==> src/rtl/elevator_pkg.sv <==
// Shared types for the elevator call-queue logic: direction codes and queue states.
package elevator_pkg;

    localparam int FLOORS_DEFAULT = 4;

    typedef enum logic [1:0] {
        DIR_IDLE = 2'b00,
        DIR_UP   = 2'b01,
        DIR_DOWN = 2'b10
    } dir_t;

    typedef enum logic [1:0] {
        Q_IDLE,
        Q_UP,
        Q_DOWN,
        Q_EVAC
    } queue_state_t;

endpackage

==> src/rtl/floor_scan.sv <==
// Combinational scan of the pending calls relative to the car position:
// nearest call above, nearest call below, and whether the current floor is called.
module floor_scan #(
    parameter int FLOORS = 4,
    parameter int FW     = $clog2(FLOORS)
) (
    input  logic [FLOORS-1:0] i_pending,
    input  logic [FW-1:0]     i_cur_floor,
    output logic              o_above_vld,
    output logic [FW-1:0]     o_above_idx,
    output logic              o_below_vld,
    output logic [FW-1:0]     o_below_idx,
    output logic              o_here
);

    always_comb begin
        o_above_vld = 1'b0;
        o_above_idx = '0;
        o_below_vld = 1'b0;
        o_below_idx = '0;
        o_here      = 1'b0;
        // Walk downward so the last hit is the nearest floor above the car.
        for (int i = FLOORS - 1; i >= 0; i--) begin
            if (i_pending[i] && (FW'(i) > i_cur_floor)) begin
                o_above_vld = 1'b1;
                o_above_idx = FW'(i);
            end
        end
        // Walk upward so the last hit is the nearest floor below the car.
        for (int i = 0; i < FLOORS; i++) begin
            if (i_pending[i] && (FW'(i) < i_cur_floor)) begin
                o_below_vld = 1'b1;
                o_below_idx = FW'(i);
            end
            if (i_pending[i] && (FW'(i) == i_cur_floor)) begin
                o_here = 1'b1;
            end
        end
    end

endmodule

==> src/rtl/floor_request_queue.sv <==
// Latches call pulses into per-floor pending bits and runs a SCAN direction machine
// that hands the elevator controller one target floor, with an evacuation override.
module floor_request_queue
    import elevator_pkg::*;
#(
    parameter  int FLOORS = FLOORS_DEFAULT,
    localparam int FW     = $clog2(FLOORS)
) (
    input  logic              clk,
    input  logic              reset,
    input  logic [FLOORS-1:0] i_req_pulse,
    input  logic [FW-1:0]     i_cur_floor,
    input  logic              i_at_floor,
    input  logic              i_evac,
    output logic [FLOORS-1:0] o_pending,
    output logic [FW-1:0]     o_target,
    output logic              o_target_valid,
    output logic [1:0]        o_dir,
    output logic              o_evac_active,
    output logic [1:0]        o_dbg_state
);

    queue_state_t      r_state;
    logic [FLOORS-1:0] r_pending;
    logic [FW-1:0]     r_target;
    logic              r_valid;
    dir_t              r_dir;

    queue_state_t      w_state_next;
    logic [FLOORS-1:0] w_pending_next;
    logic [FLOORS-1:0] w_clr_mask;
    logic [FW-1:0]     w_target_next;
    logic              w_valid_next;
    dir_t              w_dir_next;

    logic              w_above_vld;
    logic [FW-1:0]     w_above_idx;
    logic              w_below_vld;
    logic [FW-1:0]     w_below_idx;
    logic              w_here;

    floor_scan #(
        .FLOORS (FLOORS),
        .FW     (FW)
    ) u_scan (
        .i_pending   (r_pending),
        .i_cur_floor (i_cur_floor),
        .o_above_vld (w_above_vld),
        .o_above_idx (w_above_idx),
        .o_below_vld (w_below_vld),
        .o_below_idx (w_below_idx),
        .o_here      (w_here)
    );

    // A floor index outside the served range never matches, so such service events are ignored.
    always_comb begin
        w_clr_mask = '0;
        for (int i = 0; i < FLOORS; i++) begin
            if (i_at_floor && (FW'(i) == i_cur_floor)) begin
                w_clr_mask[i] = 1'b1;
            end
        end
    end

    // Clear is applied after set so a call at the floor being served is dropped.
    always_comb begin
        w_pending_next = (r_pending | i_req_pulse) & ~w_clr_mask;
        if (i_evac || (r_state == Q_EVAC)) begin
            w_pending_next = '0;
        end
    end

    always_comb begin
        w_state_next  = r_state;
        w_target_next = r_target;
        w_valid_next  = r_valid;
        w_dir_next    = r_dir;
        if (i_evac) begin
            w_state_next  = Q_EVAC;
            w_target_next = '0;
            w_valid_next  = 1'b1;
            w_dir_next    = (i_cur_floor != '0) ? DIR_DOWN : DIR_IDLE;
        end else begin
            case (r_state)
                Q_IDLE: begin
                    if (w_here) begin
                        w_state_next  = Q_IDLE;
                        w_target_next = i_cur_floor;
                        w_valid_next  = 1'b1;
                        w_dir_next    = DIR_IDLE;
                    end else if (w_above_vld) begin
                        w_state_next  = Q_UP;
                        w_target_next = w_above_idx;
                        w_valid_next  = 1'b1;
                        w_dir_next    = DIR_UP;
                    end else if (w_below_vld) begin
                        w_state_next  = Q_DOWN;
                        w_target_next = w_below_idx;
                        w_valid_next  = 1'b1;
                        w_dir_next    = DIR_DOWN;
                    end else begin
                        w_valid_next  = 1'b0;
                        w_dir_next    = DIR_IDLE;
                    end
                end
                // Keep sweeping while calls remain ahead; reverse only when none are left.
                Q_UP: begin
                    if (w_above_vld) begin
                        w_target_next = w_above_idx;
                        w_valid_next  = 1'b1;
                        w_dir_next    = DIR_UP;
                    end else if (w_below_vld) begin
                        w_state_next  = Q_DOWN;
                        w_target_next = w_below_idx;
                        w_valid_next  = 1'b1;
                        w_dir_next    = DIR_DOWN;
                    end else begin
                        w_state_next  = Q_IDLE;
                        w_dir_next    = DIR_IDLE;
                        w_valid_next  = w_here;
                        if (w_here) w_target_next = i_cur_floor;
                    end
                end
                Q_DOWN: begin
                    if (w_below_vld) begin
                        w_target_next = w_below_idx;
                        w_valid_next  = 1'b1;
                        w_dir_next    = DIR_DOWN;
                    end else if (w_above_vld) begin
                        w_state_next  = Q_UP;
                        w_target_next = w_above_idx;
                        w_valid_next  = 1'b1;
                        w_dir_next    = DIR_UP;
                    end else begin
                        w_state_next  = Q_IDLE;
                        w_dir_next    = DIR_IDLE;
                        w_valid_next  = w_here;
                        if (w_here) w_target_next = i_cur_floor;
                    end
                end
                default: begin
                    w_state_next  = Q_IDLE;
                    w_valid_next  = 1'b0;
                    w_dir_next    = DIR_IDLE;
                end
            endcase
        end
    end

    always_ff @(posedge clk) begin
        if (reset) begin
            r_state   <= Q_IDLE;
            r_pending <= '0;
            r_target  <= '0;
            r_valid   <= 1'b0;
            r_dir     <= DIR_IDLE;
        end else begin
            r_state   <= w_state_next;
            r_pending <= w_pending_next;
            r_target  <= w_target_next;
            r_valid   <= w_valid_next;
            r_dir     <= w_dir_next;
        end
    end

    assign o_pending      = r_pending;
    assign o_target       = r_target;
    assign o_target_valid = r_valid;
    assign o_dir          = r_dir;
    assign o_evac_active  = (r_state == Q_EVAC);
    assign o_dbg_state    = r_state;

endmodule
==> config.mk <==
export PLATFORM = sky130hd
export DESIGN_NAME = floor_request_queue
export DESIGN_NICKNAME = d
export VERILOG_FILES = /design/src/rtl/elevator_pkg.sv /design/src/rtl/floor_scan.sv /design/src/rtl/floor_request_queue.sv
export SDC_FILE = /design/constraint.sdc
export NUM_CORES = 1
export LEC_CHECK = 0
export BUFFER_PORTS_ARGS = -buffer_cell sky130_fd_sc_hd__buf_2
export CORE_MARGIN = 2
export CORE_UTILIZATION = 40
export DETAILED_ROUTE_END_ITERATION = 10
export GPL_ROUTABILITY_DRIVEN = 0
export SLEW_MARGIN = 15
export SYNTH_ARGS = -nofsm -noshare
export SYNTH_HDL_FRONTEND = slang
export SYNTH_SLANG_ARGS = --single-unit
==> constraint.sdc <==
create_clock -name clk -period 3.37 [get_ports clk]
set_input_delay 0.5055 -clock clk [delete_from_list [all_inputs] [get_ports clk]]
set_output_delay 0.5055 -clock clk [all_outputs]
set_load 0.01 [all_outputs]
Yosys cells after proc, flatten, opt, wreduce, memory -nomap -nowiden
Cells that the tools add are included.
Word-level totals
  register bits: 11
  input bits: 10
  latch bits: 0
  memories: 0
  output and inout port bits: 12
  ROM bits: 0
  word-level logic and storage cells: 107
  memory bits (writable): 0
Operators by class
  muxes and demuxes: 56
  div/mod/pow operators: 0
  order comparisons: 8
  equality and inequality tests: 10
  reduce and logical (&&, ||, !) cells: 25
  shift operators: 0
  bitwise logic cells: 3
  multiply operators: 0
  add/subtract/negate cells: 0
Operator list (count)
  $mux 2: 26
  $mux 1: 26
  $pmux 2 s3: 3
  $logic_and 1x1->1: 16
  $ne 3x3->1 const B: 2
  $ne 5x3->1 const B: 1
  $and 4x4->4: 1
  $eq 2x2->1 const A: 2
  $eq 2x2->1 const B: 2
  $gt 1x2->1 const A: 2
  $gt 2x2->1 const A: 2
  $logic_not 2->1: 2
  $lt 1x2->1 const A: 2
  $lt 2x2->1 const A: 2
  $ne 4x2->1 const B: 1
  $not 4->4: 1
  $or 4x4->4: 1
  $reduce_or 2->1: 2
  $pmux 1 s3: 1
  $reduce_and 3->1: 1
  $reduce_bool 3->1: 1
  $eq 1x2->1 const A: 1
  $eq 2x1->1 const B: 1
  $reduce_and 2->1: 1
  other kinds (2): 2

Depth between registers and ports, before layout
Gate-level depths: netlist of run 1.
  depth after elaboration: 11
  mapped depth: 7
  mapped depth without buffers: 7

Cells and area by module
A second synthesis of run 1 with hierarchy kept.
Second synthesis, totals
  cells, all modules: 102
  area, all modules: 812.0 sq um
Modules (own cells, without submodules)
  floor_request_queue: cells an instance 83, sequential area each 220.2 sq um, instances 1, area each 691.9 sq um
  floor_scan: cells an instance 19, sequential area each 0.0 sq um, instances 1, area each 120.1 sq um

Worst setup path before layout of run 1
OpenSTA, ideal clock, no wires.
  path type: input -> register
  start: input i_cur_floor[0]
  end: register r_state[0] (netlist: o_dbg_state[0])
  slack: 1578 ps
  arrival: 1704 ps
  library setup time: 88 ps
  cell stages on the path: 6
  required time: 3282 ps
  buffers on the path: 1
  path through: buf_2 or2_1 a2bb2oi_2 nor2_1 o311a_1 a311oi_2
On the way
  longest elaborated chain between the ends: 10
  elaborated cells between the ends (all ways): 46
  classes of those cells: order compare: 8; eq/ne: 6; mux: 18; reduce/logical: 14
Ends and longest elaborated chain
  start: declaration: line floor_request_queue.sv:12  | input logic [FW-1:0] i_cur_floor,
  $gt 2x2->1: line floor_scan.sv:24  | if (i_pending[i] && (FW'(i) > i_cur_floor)) begin
  $logic_and 1x1->1: line floor_scan.sv:24
  $mux 1 (4 in a row): line floor_scan.sv:24
  $mux 1 or $mux 2 (tied branches): line floor_request_queue.sv:129, floor_request_queue.sv:91
  $mux 2 (on tied branches): line floor_request_queue.sv:125, floor_request_queue.sv:86
  $pmux 2 s3: line floor_request_queue.sv:84  | case (r_state)
  $mux 2: line floor_request_queue.sv:78  | if (i_evac) begin
  end signal: assignment: line floor_request_queue.sv:158  | r_state <= w_state_next;
  end: declaration: line floor_request_queue.sv:23  | queue_state_t r_state;
Several ways; a longest one is shown, not always the timed one. The select of a mux whose other input is x is not followed.
A chain may end at the register's enable or synchronous reset.

Worst setup path after layout of run 1
  start: input i_cur_floor[1]
  end: register r_target[0] (netlist: o_target[0])
On the way
  longest elaborated chain between the ends: 10
  elaborated cells between the ends (all ways): 54
  classes of those cells: order compare: 8; eq/ne: 4; mux: 28; reduce/logical: 14
Ends and longest elaborated chain
  $logic_not 2->1: line floor_scan.sv:35  | if (i_pending[i] && (FW'(i) == i_cur_floor)) begin
  $logic_and 1x1->1: line floor_scan.sv:35
  $mux 1 (4 in a row): line floor_scan.sv:35
  $mux 2
  $mux 2 (on tied branches): line floor_request_queue.sv:129, floor_request_queue.sv:112
  $mux 2 (on tied branches): line floor_request_queue.sv:125, floor_request_queue.sv:108
  $pmux 2 s3: line floor_request_queue.sv:84
  end signal: assignment: line floor_request_queue.sv:160  | r_target <= w_target_next;
  end: declaration: line floor_request_queue.sv:25  | logic [FW-1:0] r_target;
Several ways; a longest one is shown, not always the timed one. The select of a mux whose other input is x is not followed.

==> flow_metrics.py, run 1 <==
metrics = {
    "setup_path": {
        "cp.arrival_ns": 2.06,
        "worst_path_max_delay_cell": "mux4_2",
        "startpoint": "i_cur_floor[1]",
        "crit_family": "compound AO/OA/AOI/OAI gates",
        "start_kind": "input pin",
        "path_class": "in -> reg",
        "slowest_delay_ns": 0.58,
        "cp_max_fo": 22,
        "end_kind": "flop",
        "r2r-start": "o_pending[1]",
        "crit_buf_inv": 1,
        "path_cells": "buf_2, mux4_2, o41ai_1, a31oi_1, a21oi_1, a211oi_1",
        "required_ns": 3.52,
    },
    "routing": {
        "vias": 1008,
        "drt_iter0_markers": 49,
        "firstDrtPassIters": 4,
        "wl_met1_um": 1160,
        "highest_layer": "met4",
        "drcViolationCount": 0,
        "met2WireLength_um": 1220,
        "antenna_left": 0,
        "wl_met3_um": 166,
        "wl_per_cell_um": 15.3,
        "drt_wl_total_um": 2570,
        "via_per_inst": 6.00,
    },
    "logic_synthesis": {
        "syn_avg_cell_area_um2": 7.66,
        "netlist_top_cells_count": "13 x a21oi_1, 13 x nor2_1, 11 x dfxtp_1",
        "yosys.area.top_type_share_pct": 23.4,
        "seq_area_frac_synth_pct": 23.4,
        "async_flop_share_pct": 0,
        "yosysWarnings": 0,
        "ys_seq_elements": 11,
        "synth_largest_area_cell": "dfxtp_1",
        "ys.flop_type": "dfxtp_1",
        "synth.area.top_cells": "dfxtp_1 23%, a21oi_1 6.9%, ha_1 5.3%, nor2_1 5.2%, o21ai_0 4.8%",
        "syn_inst": 123,
        "synth_edf_count": 0,
        "synth_fp_nets": 137,
        "synthesis.area_um2": 942,
        "ys_types": 45,
    },
    "clock_network": {
        "htreeDepth": 1,
        "cts_tree": "built",
        "ctsHoldBuffers": 0,
        "numCtsBuffers": 3,
        "cts-root-buf": "clkbuf_4",
        "ctsResizeCount": 0,
        "cts.sinks": 11,
        "clock_path_buffers": 2,
        "insertion_delay_ns": 0.28,
        "postCtsSetupRepairBufs": 0,
        "path_clk_slew_ns": 0.08,
    },
    "placed_design": {
        "portBuffers": 21,
        "hpwlAfterDp_um": 1820,
        "placed_cell_area_um2": 1040,
    },
    "worst_hold_path": {
        "min_path_type": "in -> reg",
        "hold_path.startpoint": "i_at_floor",
    },
    "final_layout": {
        "finalInstanceArea_um2": 1070,
        "fin_nets": 155,
        "area_delta_synth_final_pct": 13.4,
        "diodes": 0,
        "drive_gt1_share_pct": 24.3,
        "fin_util_pct": 48.3,
    },
    "sta": {
        "fin_worst_skew_ns": 0.00331,
        "rsz0062_at_grt": "no",
        "fmax_mhz": 523,
        "worstMarginPinSlew_ns": 0.479,
        "setup_violations": 0,
        "slew_violations": 0,
        "setup_tns_ns": 0,
        "finalCritPeriodShare_pct": 56.8,
        "hold_viol_final": 0,
        "slew_headroom_pct": 67.2,
        "period_needed_ns": 1.91,
    },
    "global_route": {
        "gr-total-overflow": 0,
        "grt_pass1_wl_um": 4160,
        "first_global_vias": 878,
        "track_usage_pct": 20.2,
        "grt_start_max_net_pins": 23,
        "antenna_found_initial": 0,
    },
    "power": {
        "seqPwrFrac_pct": 39.6,
        "swShare_pct": 37.4,
        "finalPower_uw": 387,
        "p_switching_uw": 145,
        "ir_drop_mv": 0.268,
        "power_density_nw_per_um2": 363,
        "p_leak_nw": 0.454,
        "intPower_uw": 242,
        "clock_power_share_pct": 24.3,
        "pwr-share-comb_pct": 36.1,
    },
    "status": {
        "status": "finished, final reports clean",
    },
    "die": {
        "dieArea_um2": 2760,
        "num_io_pins": 22,
        "rows": 17,
        "die_w_um": 52.5,
        "fp.dieH_um": 52.5,
        "core_area_um2": 2210,
        "start_util_pct": 42.6,
    },
    "flow_run": {
        "cap_violations": 0,
    },
}
-- worst reg2reg max path, cell delays in order (launching register included) --
cell      delay [ns]
dfxtp_1         0.47
nor2b_1         0.20
o21ai_0         0.34
a21oi_1         0.19
o311a_1         0.40
a311oi_2        0.23
-- final timing paths --
check | endpoint | depth (start not counted) | slack (ns)
max reg2reg | o_dbg_state[0] | 5 | 1.46
min | o_pending[0] | 2 | 0.46
max | o_target[0] | 6 | 1.46
min reg2reg | o_target[0] | 2 | 0.53
-- through the flow --
stage / std cells / hold WS (ns) / setup WS (ns)
2_1_floorplan: 123 / 0.530 / 1.58
3_3_place_gp: 164 / 0.503 / 1.23
3_5_place_dp: 164 / 0.523 / 1.18
4_1_cts: 168 / 0.450 / 1.46
5_1_grt: 168 / 0.447 / 1.26
6_report: 168 / 0.461 / 1.46
-- placed cells by master, fill, tap and decap left out, drive strengths merged, types with 2 or more instances in the layout --
cell,n
a21oi,13
or2,3
nor2,13
nor3,5
a311oi,4
clkbuf,3
a31oi,3
a211oi,2
dfxtp,11
inv,10
ha,4
nor2b,3
o22ai,2
buf,21
and3,2
nand2b,4
o31ai,2
o21ai,9
or3,2
nand2,2
-- state kept, by name, indices dropped and copies added, names as in the netlist --
signal          flops
o_dbg_state         2
o_dir               2
o_pending           4
o_target            2
o_target_valid      1
-- final cells by class --
class | instances | area (µm²)
Clock buffer | 3 | 22.5
Fill cell | 236 | 1140
Clock inverter | 1 | 5.00
Inverter | 10 | 37.5
Multi-Input combinational cell | 94 | 643
Sequential cell | 11 | 220
Timing Repair Buffer | 21 | 105
Tap cell | 28 | 35.0
-- layer usage --
| metal | global-route usage (%) | vias up |
|---|---|---|
| met5 | 0 | - |
| met4 | 5.13 | 0 |
| li1 | - | 497 |
| met1 | 27.4 | 460 |
| met2 | 31.7 | 49 |
| met3 | 5.14 | 2 |
-- power by group through the flow --
stage	Clock, mW	Combinational (mW)	Sequential, mW
global route	0.104	0.155	0.156
finish	0.0940	0.140	0.153
detailed placement	0	0.137	0.157
CTS	0.0963	0.139	0.153
floorplan	0	0.101	0.155
global placement	0	0.137	0.156
-- kinds of logic (layout without fill, tap and decap cells) --
family,Yosys count,in the layout,synth area share (%)
adders and majority gates,4,4,5.31
muxes,3,3,4.65
DFF,11,11,23.4
and+or+nand+nor,40,40,23.9
buffers and inverters,18,35,8.37
AOI/OAI and AO/OA,47,47,34.4
Power figures use the tool's default switching activity.
==> run 2: changes to the inputs <==
==> constraint.sdc (replaced) <==
create_clock -name clk -period 1.7 [get_ports clk]
set_input_delay 0.255 -clock clk [delete_from_list [all_inputs] [get_ports clk]]
set_output_delay 0.255 -clock clk [all_outputs]
set_load 0.01 [all_outputs]
==> run 2 against run 1 <==
Critical path depth unchanged; first-iteration DRC count down 18%; sequential share of layout area down 3.6 points; critical path type is now reg -> reg; power up 130%; highest routed layer unchanged; die area unchanged; via count up 10%.
==> flow_metrics.py, run 2 (synthesized netlist as in run 1, its figures left out) <==
metrics = {
    "final_layout": {
        "final_cell_mix": "24 x buf_4, 21 x buf_2, 12 x nor2_1, 12 x a21oi_1, 9 x inv_1",
        "final_cell_count_no_fill": 194,
        "fin_nets": 181,
        "nFillCells": 216,
        "area_delta_synth_final_pct": 42.9,
        "largest_register_ff_count": 4,
        "seq_area_um2": 229,
        "multi_input_area_um2": 693,
        "diodes": 0,
        "drive_gt1_share_pct": 43.4,
        "final_common_cell": "buf_4",
        "fin_util_pct": 60.9,
    },
    "setup_path": {
        "crit_buf_inv": 1,
        "path_class": "reg -> reg",
        "end_kind": "flop",
        "r2r_slack_ns": 0.05,
        "cp.arrival_ns": 1.83,
        "cp_max_fo": 6,
        "slowest_delay_ns": 0.38,
        "worst_path_max_delay_cell": "or3_4",
        "r2r.worst_path.cells": 6,
        "path_cells": "buf_4, or3_4, o41ai_4, a31oi_2, o21bai_1, a31oi_1",
        "crit_family": "compound AO/OA/AOI/OAI gates",
        "start_kind": "flop",
        "r2r-end": "o_target[1]",
        "required_ns": 1.87,
        "r2r-start": "o_pending[1]",
    },
    "die": {
        "core_area_um2": 2210,
        "die_w_um": 52.5,
        "rows": 17,
        "num_io_pins": 22,
        "fp.dieH_um": 52.5,
        "dieArea_um2": 2760,
        "start_util_pct": 42.6,
    },
    "worst_hold_path": {
        "min_path_type": "in -> reg",
        "min_to": "o_pending[0]",
        "hold_path.startpoint": "i_at_floor",
        "holdPathStages": 2,
    },
    "power": {
        "power_density_nw_per_um2": 658,
        "ir_drop_mv": 0.401,
        "p_leak_nw": 0.607,
    },
    "sta": {
        "setup_violations": 0,
        "slew_violations": 0,
        "period_needed_ns": 1.65,
        "worstMarginPinSlew_ns": 0.456,
        "whs_ns": 0.185,
        "fmax_mhz": 605,
        "slew_headroom_pct": 68.8,
        "finalCritPeriodShare_pct": 97.2,
        "hold_viol_final": 0,
        "setup_tns_ns": 0,
        "fin_worst_skew_ns": 0.00132,
    },
    "clock_network": {
        "numCtsBuffers": 3,
        "path_clk_slew_ns": 0.08,
        "ctsHoldBuffers": 0,
        "htreeDepth": 1,
        "cts-root-buf": "clkbuf_4",
        "clock_path_buffers": 2,
        "cts_tree": "built",
        "cts.sinks": 11,
        "insertion_delay_ns": 0.29,
    },
    "routing": {
        "antenna_left": 0,
        "highest_layer": "met4",
        "via_per_inst": 5.74,
        "wl_per_cell_um": 15.1,
        "wl_met1_um": 1270,
        "firstDrtPassIters": 4,
        "vias": 1113,
        "met2WireLength_um": 1470,
        "drt_wl_total_um": 2930,
        "drt_iter0_markers": 40,
        "drcViolationCount": 0,
        "wl_met3_um": 125,
    },
    "placed_design": {
        "portBuffers": 21,
        "placedCellCount": 189,
        "hpwlAfterDp_um": 2210,
    },
    "global_route": {
        "track_usage_pct": 23.6,
        "grt_pass1_wl_um": 4770,
        "antenna_found_initial": 0,
        "gr-total-overflow": 0,
        "first_global_vias": 1063,
        "grt_start_max_net_pins": 17,
    },
    "status": {
        "status": "finished, final reports clean",
    },
    "flow_run": {
        "cap_violations": 0,
    },
}
==> run 2: metal layers <==
layer,vias to the layer above,GRT usage (%)
li1,545,-
met2,37,39.0
met4,0,11.1
met3,7,2.57
met1,524,30.5
met5,-,0
==> run 2: cell type report <==
| class | instances | share of cell area (%) |
|---|---|---|
| tap | 28 | 2.60 |
| clock buffer | 4 | 1.95 |
| inverter | 10 | 2.79 |
| timing repair buffer | 47 | 24.2 |
| sequential | 11 | 17.0 |
| multi-input combinational | 94 | 51.5 |
==> run 2: metrics by stage <==
| stage | setup slack [ns] | area, µm² | power (mW) |
|---|---|---|---|
| after global placement | -0.0387 | 1250 | 0.638 |
| after CTS | 0.00405 | 1280 | 0.848 |
| after global routing | -0.0213 | 1350 | 0.942 |
| after floorplan | 0.0566 | 942 | 0.506 |
| final | 0.0473 | 1350 | 0.886 |
| after detailed placement | -0.0462 | 1250 | 0.642 |
==> run 2: worst max-delay path by stage <==
stage	from	to	slack (ns)	cells after the start
2_1_floorplan	o_dbg_state[0]	o_dbg_state[0]	0.06	7
3_3_place_gp	i_cur_floor[1]	o_dbg_state[0]	-0.04	7
3_5_place_dp	i_cur_floor[1]	o_dbg_state[0]	-0.05	7
4_1_cts	o_pending[1]	o_dbg_state[0]	0.004	4
5_1_grt	o_pending[1]	o_target[1]	-0.02	6
6_report	o_pending[1]	o_target[1]	0.05	6
==> run 2: timing repair <==
action,in CTS,in global routing
gates resized for setup,0,17
setup endpoints to repair,0,4
setup buffers,0,1
==> run 2: power by group <==
| part | switching [mW] | internal (mW) |
|---|---|---|
| sequential | 0.0155 | 0.278 |
| clock | 0.113 | 0.0914 |
| combinational | 0.201 | 0.187 |
==> run 3: changes to the inputs <==
--- a/config.mk
+++ b/config.mk
@@ -6,6 +6,7 @@
 export NUM_CORES = 1
 export LEC_CHECK = 0
 export BUFFER_PORTS_ARGS = -buffer_cell sky130_fd_sc_hd__buf_2
+export CORE_ASPECT_RATIO = 0.7
 export CORE_MARGIN = 2
 export CORE_UTILIZATION = 40
 export DETAILED_ROUTE_END_ITERATION = 10
==> run 3 against run 2 <==
Largest power group unchanged; final area fell by 0.56%; fmax shrank 0.42%; die area increased by 0.23%; highest routed layer unchanged; largest cell class unchanged.
==> flow_metrics.py, run 3 (synthesized netlist as in run 1, its figures left out) <==
metrics = {
    "status": {
        "status": "finished, final reports clean",
    },
    "routing": {
        "met2WireLength_um": 1260,
        "wl_met1_um": 1430,
        "via_per_inst": 5.49,
        "drt_iter0_markers": 77,
        "drt_wl_total_um": 2860,
        "drcViolationCount": 0,
        "wl_met3_um": 132,
        "highest_layer": "met4",
        "firstDrtPassIters": 4,
        "vias": 1076,
        "wl_per_cell_um": 14.6,
        "antenna_left": 0,
    },
    "sta": {
        "fmax_mhz": 603,
        "period_needed_ns": 1.66,
        "whs_ns": 0.211,
        "fin_worst_skew_ns": 0.00694,
        "setup_tns_ns": 0,
        "slew_violations": 0,
        "slew_headroom_pct": 77.8,
        "worstMarginPinSlew_ns": 0.332,
        "hold_viol_final": 0,
        "timing.final.ws_setup_ns": 0.0403,
        "setup_violations": 0,
        "rsz0062_at_grt": "yes",
        "finalCritPeriodShare_pct": 97.6,
    },
    "global_route": {
        "first_global_vias": 998,
        "track_usage_pct": 22.0,
        "grt_pass1_wl_um": 4460,
        "gr-total-overflow": 0,
        "grt_start_max_net_pins": 15,
        "antenna_found_initial": 0,
    },
    "clock_network": {
        "path_clk_slew_ns": 0.08,
        "cts.sinks": 11,
        "htreeDepth": 1,
        "cts_tree": "built",
        "clock_path_buffers": 2,
        "insertion_delay_ns": 0.27,
        "cts-root-buf": "clkbuf_4",
        "ctsHoldBuffers": 0,
        "numCtsBuffers": 3,
    },
    "final_layout": {
        "diodes": 0,
        "final_cell_count_no_fill": 196,
        "nFillCells": 200,
        "area_delta_synth_final_pct": 42.1,
        "seq_area_um2": 228,
        "drive_gt1_share_pct": 44.5,
        "largest_register_ff_count": 4,
        "fin_util_pct": 61.1,
        "final_common_cell": "buf_4",
        "fin_nets": 179,
        "final_cell_mix": "23 x buf_4, 21 x buf_2, 12 x nor2_1",
        "multi_input_area_um2": 717,
    },
    "setup_path": {
        "start_kind": "flop",
        "r2r-start": "o_pending[1]",
        "worst_path_max_delay_cell": "mux4_2",
        "path_class": "reg -> reg",
        "required_ns": 1.88,
        "path_cells": "mux4_2, nor2_4, and4_4, nor3_2, a311oi_2",
        "cp.arrival_ns": 1.84,
        "startpoint": "o_pending[1]",
        "end_kind": "flop",
        "cp_max_fo": 4,
        "slowest_delay_ns": 0.55,
    },
    "placed_design": {
        "hpwlAfterDp_um": 2090,
        "placedCellCount": 190,
        "dp_slack_ns": -0.0617,
        "portBuffers": 21,
    },
    "die": {
        "start_util_pct": 43.0,
        "rows": 14,
        "dieArea_um2": 2770,
        "fp.dieH_um": 44.6,
        "num_io_pins": 22,
        "core_area_um2": 2190,
        "die_w_um": 62.0,
    },
    "flow_run": {
        "cap_violations": 0,
    },
    "power": {
        "ir_drop_mv": 0.466,
        "p_leak_nw": 0.597,
        "power_density_nw_per_um2": 655,
    },
    "worst_hold_path": {
        "min_path_type": "in -> reg",
        "hold_path.startpoint": "i_at_floor",
    },
}
==> run 3: layout make-up <==
type,instances,area share (%)
timing repair buffer,45,21.6
inverter,10,2.80
clock inverter,1,0.374
clock buffer,3,1.68
multi-input combinational,94,53.6
sequential,11,17.0
tap,32,2.99
==> run 3: final timing paths <==
path                                  endpoint  slack, ns  depth (start not counted)
worst min-delay path              o_pending[0]       0.21                          2
worst max register to register  o_dbg_state[0]       0.04                          5
worst max-delay path            o_dbg_state[0]       0.04                          5
worst min register to register     o_target[0]       0.50                          2
==> run 3: metrics by stage <==
| step | area [µm²] | total power [mW] |
|---|---|---|
| 6_report | 1340 | 0.877 |
| 5_1_grt | 1340 | 0.931 |
| 4_1_cts | 1240 | 0.816 |
| 3_5_place_dp | 1210 | 0.632 |
| 3_3_place_gp | 1210 | 0.627 |
| 2_1_floorplan | 942 | 0.506 |
==> run 3: what timing repair did <==
| action | CTS | global route |
|---|---|---|
| resized for setup | 0 | 25 |
| endpoints found under the setup margin | 0 | 4 |
| buffers inserted | 0 | 2 |
==> run 3: power breakdown <==
part	internal [mW]	switching, mW	total, mW
clock network	0.0872	0.0954	0.183
registers	0.277	0.0151	0.292
logic	0.190	0.212	0.402
==> run 3: routing by layer <==
metal	track usage, %	vias to the layer above
li1	-	541
met1	32.7	498
met2	30.8	33
met3	5.26	4
met4	6.81	0
met5	0	-
==> run 3: worst max-delay path, delay by kind of cell, from the launching register on <==
family	cells	cell delay, ns
AOI/OAI and AO/OA	1	0.21
muxes	1	0.55
DFF	1	0.36
and+or+nand+nor	3	0.45
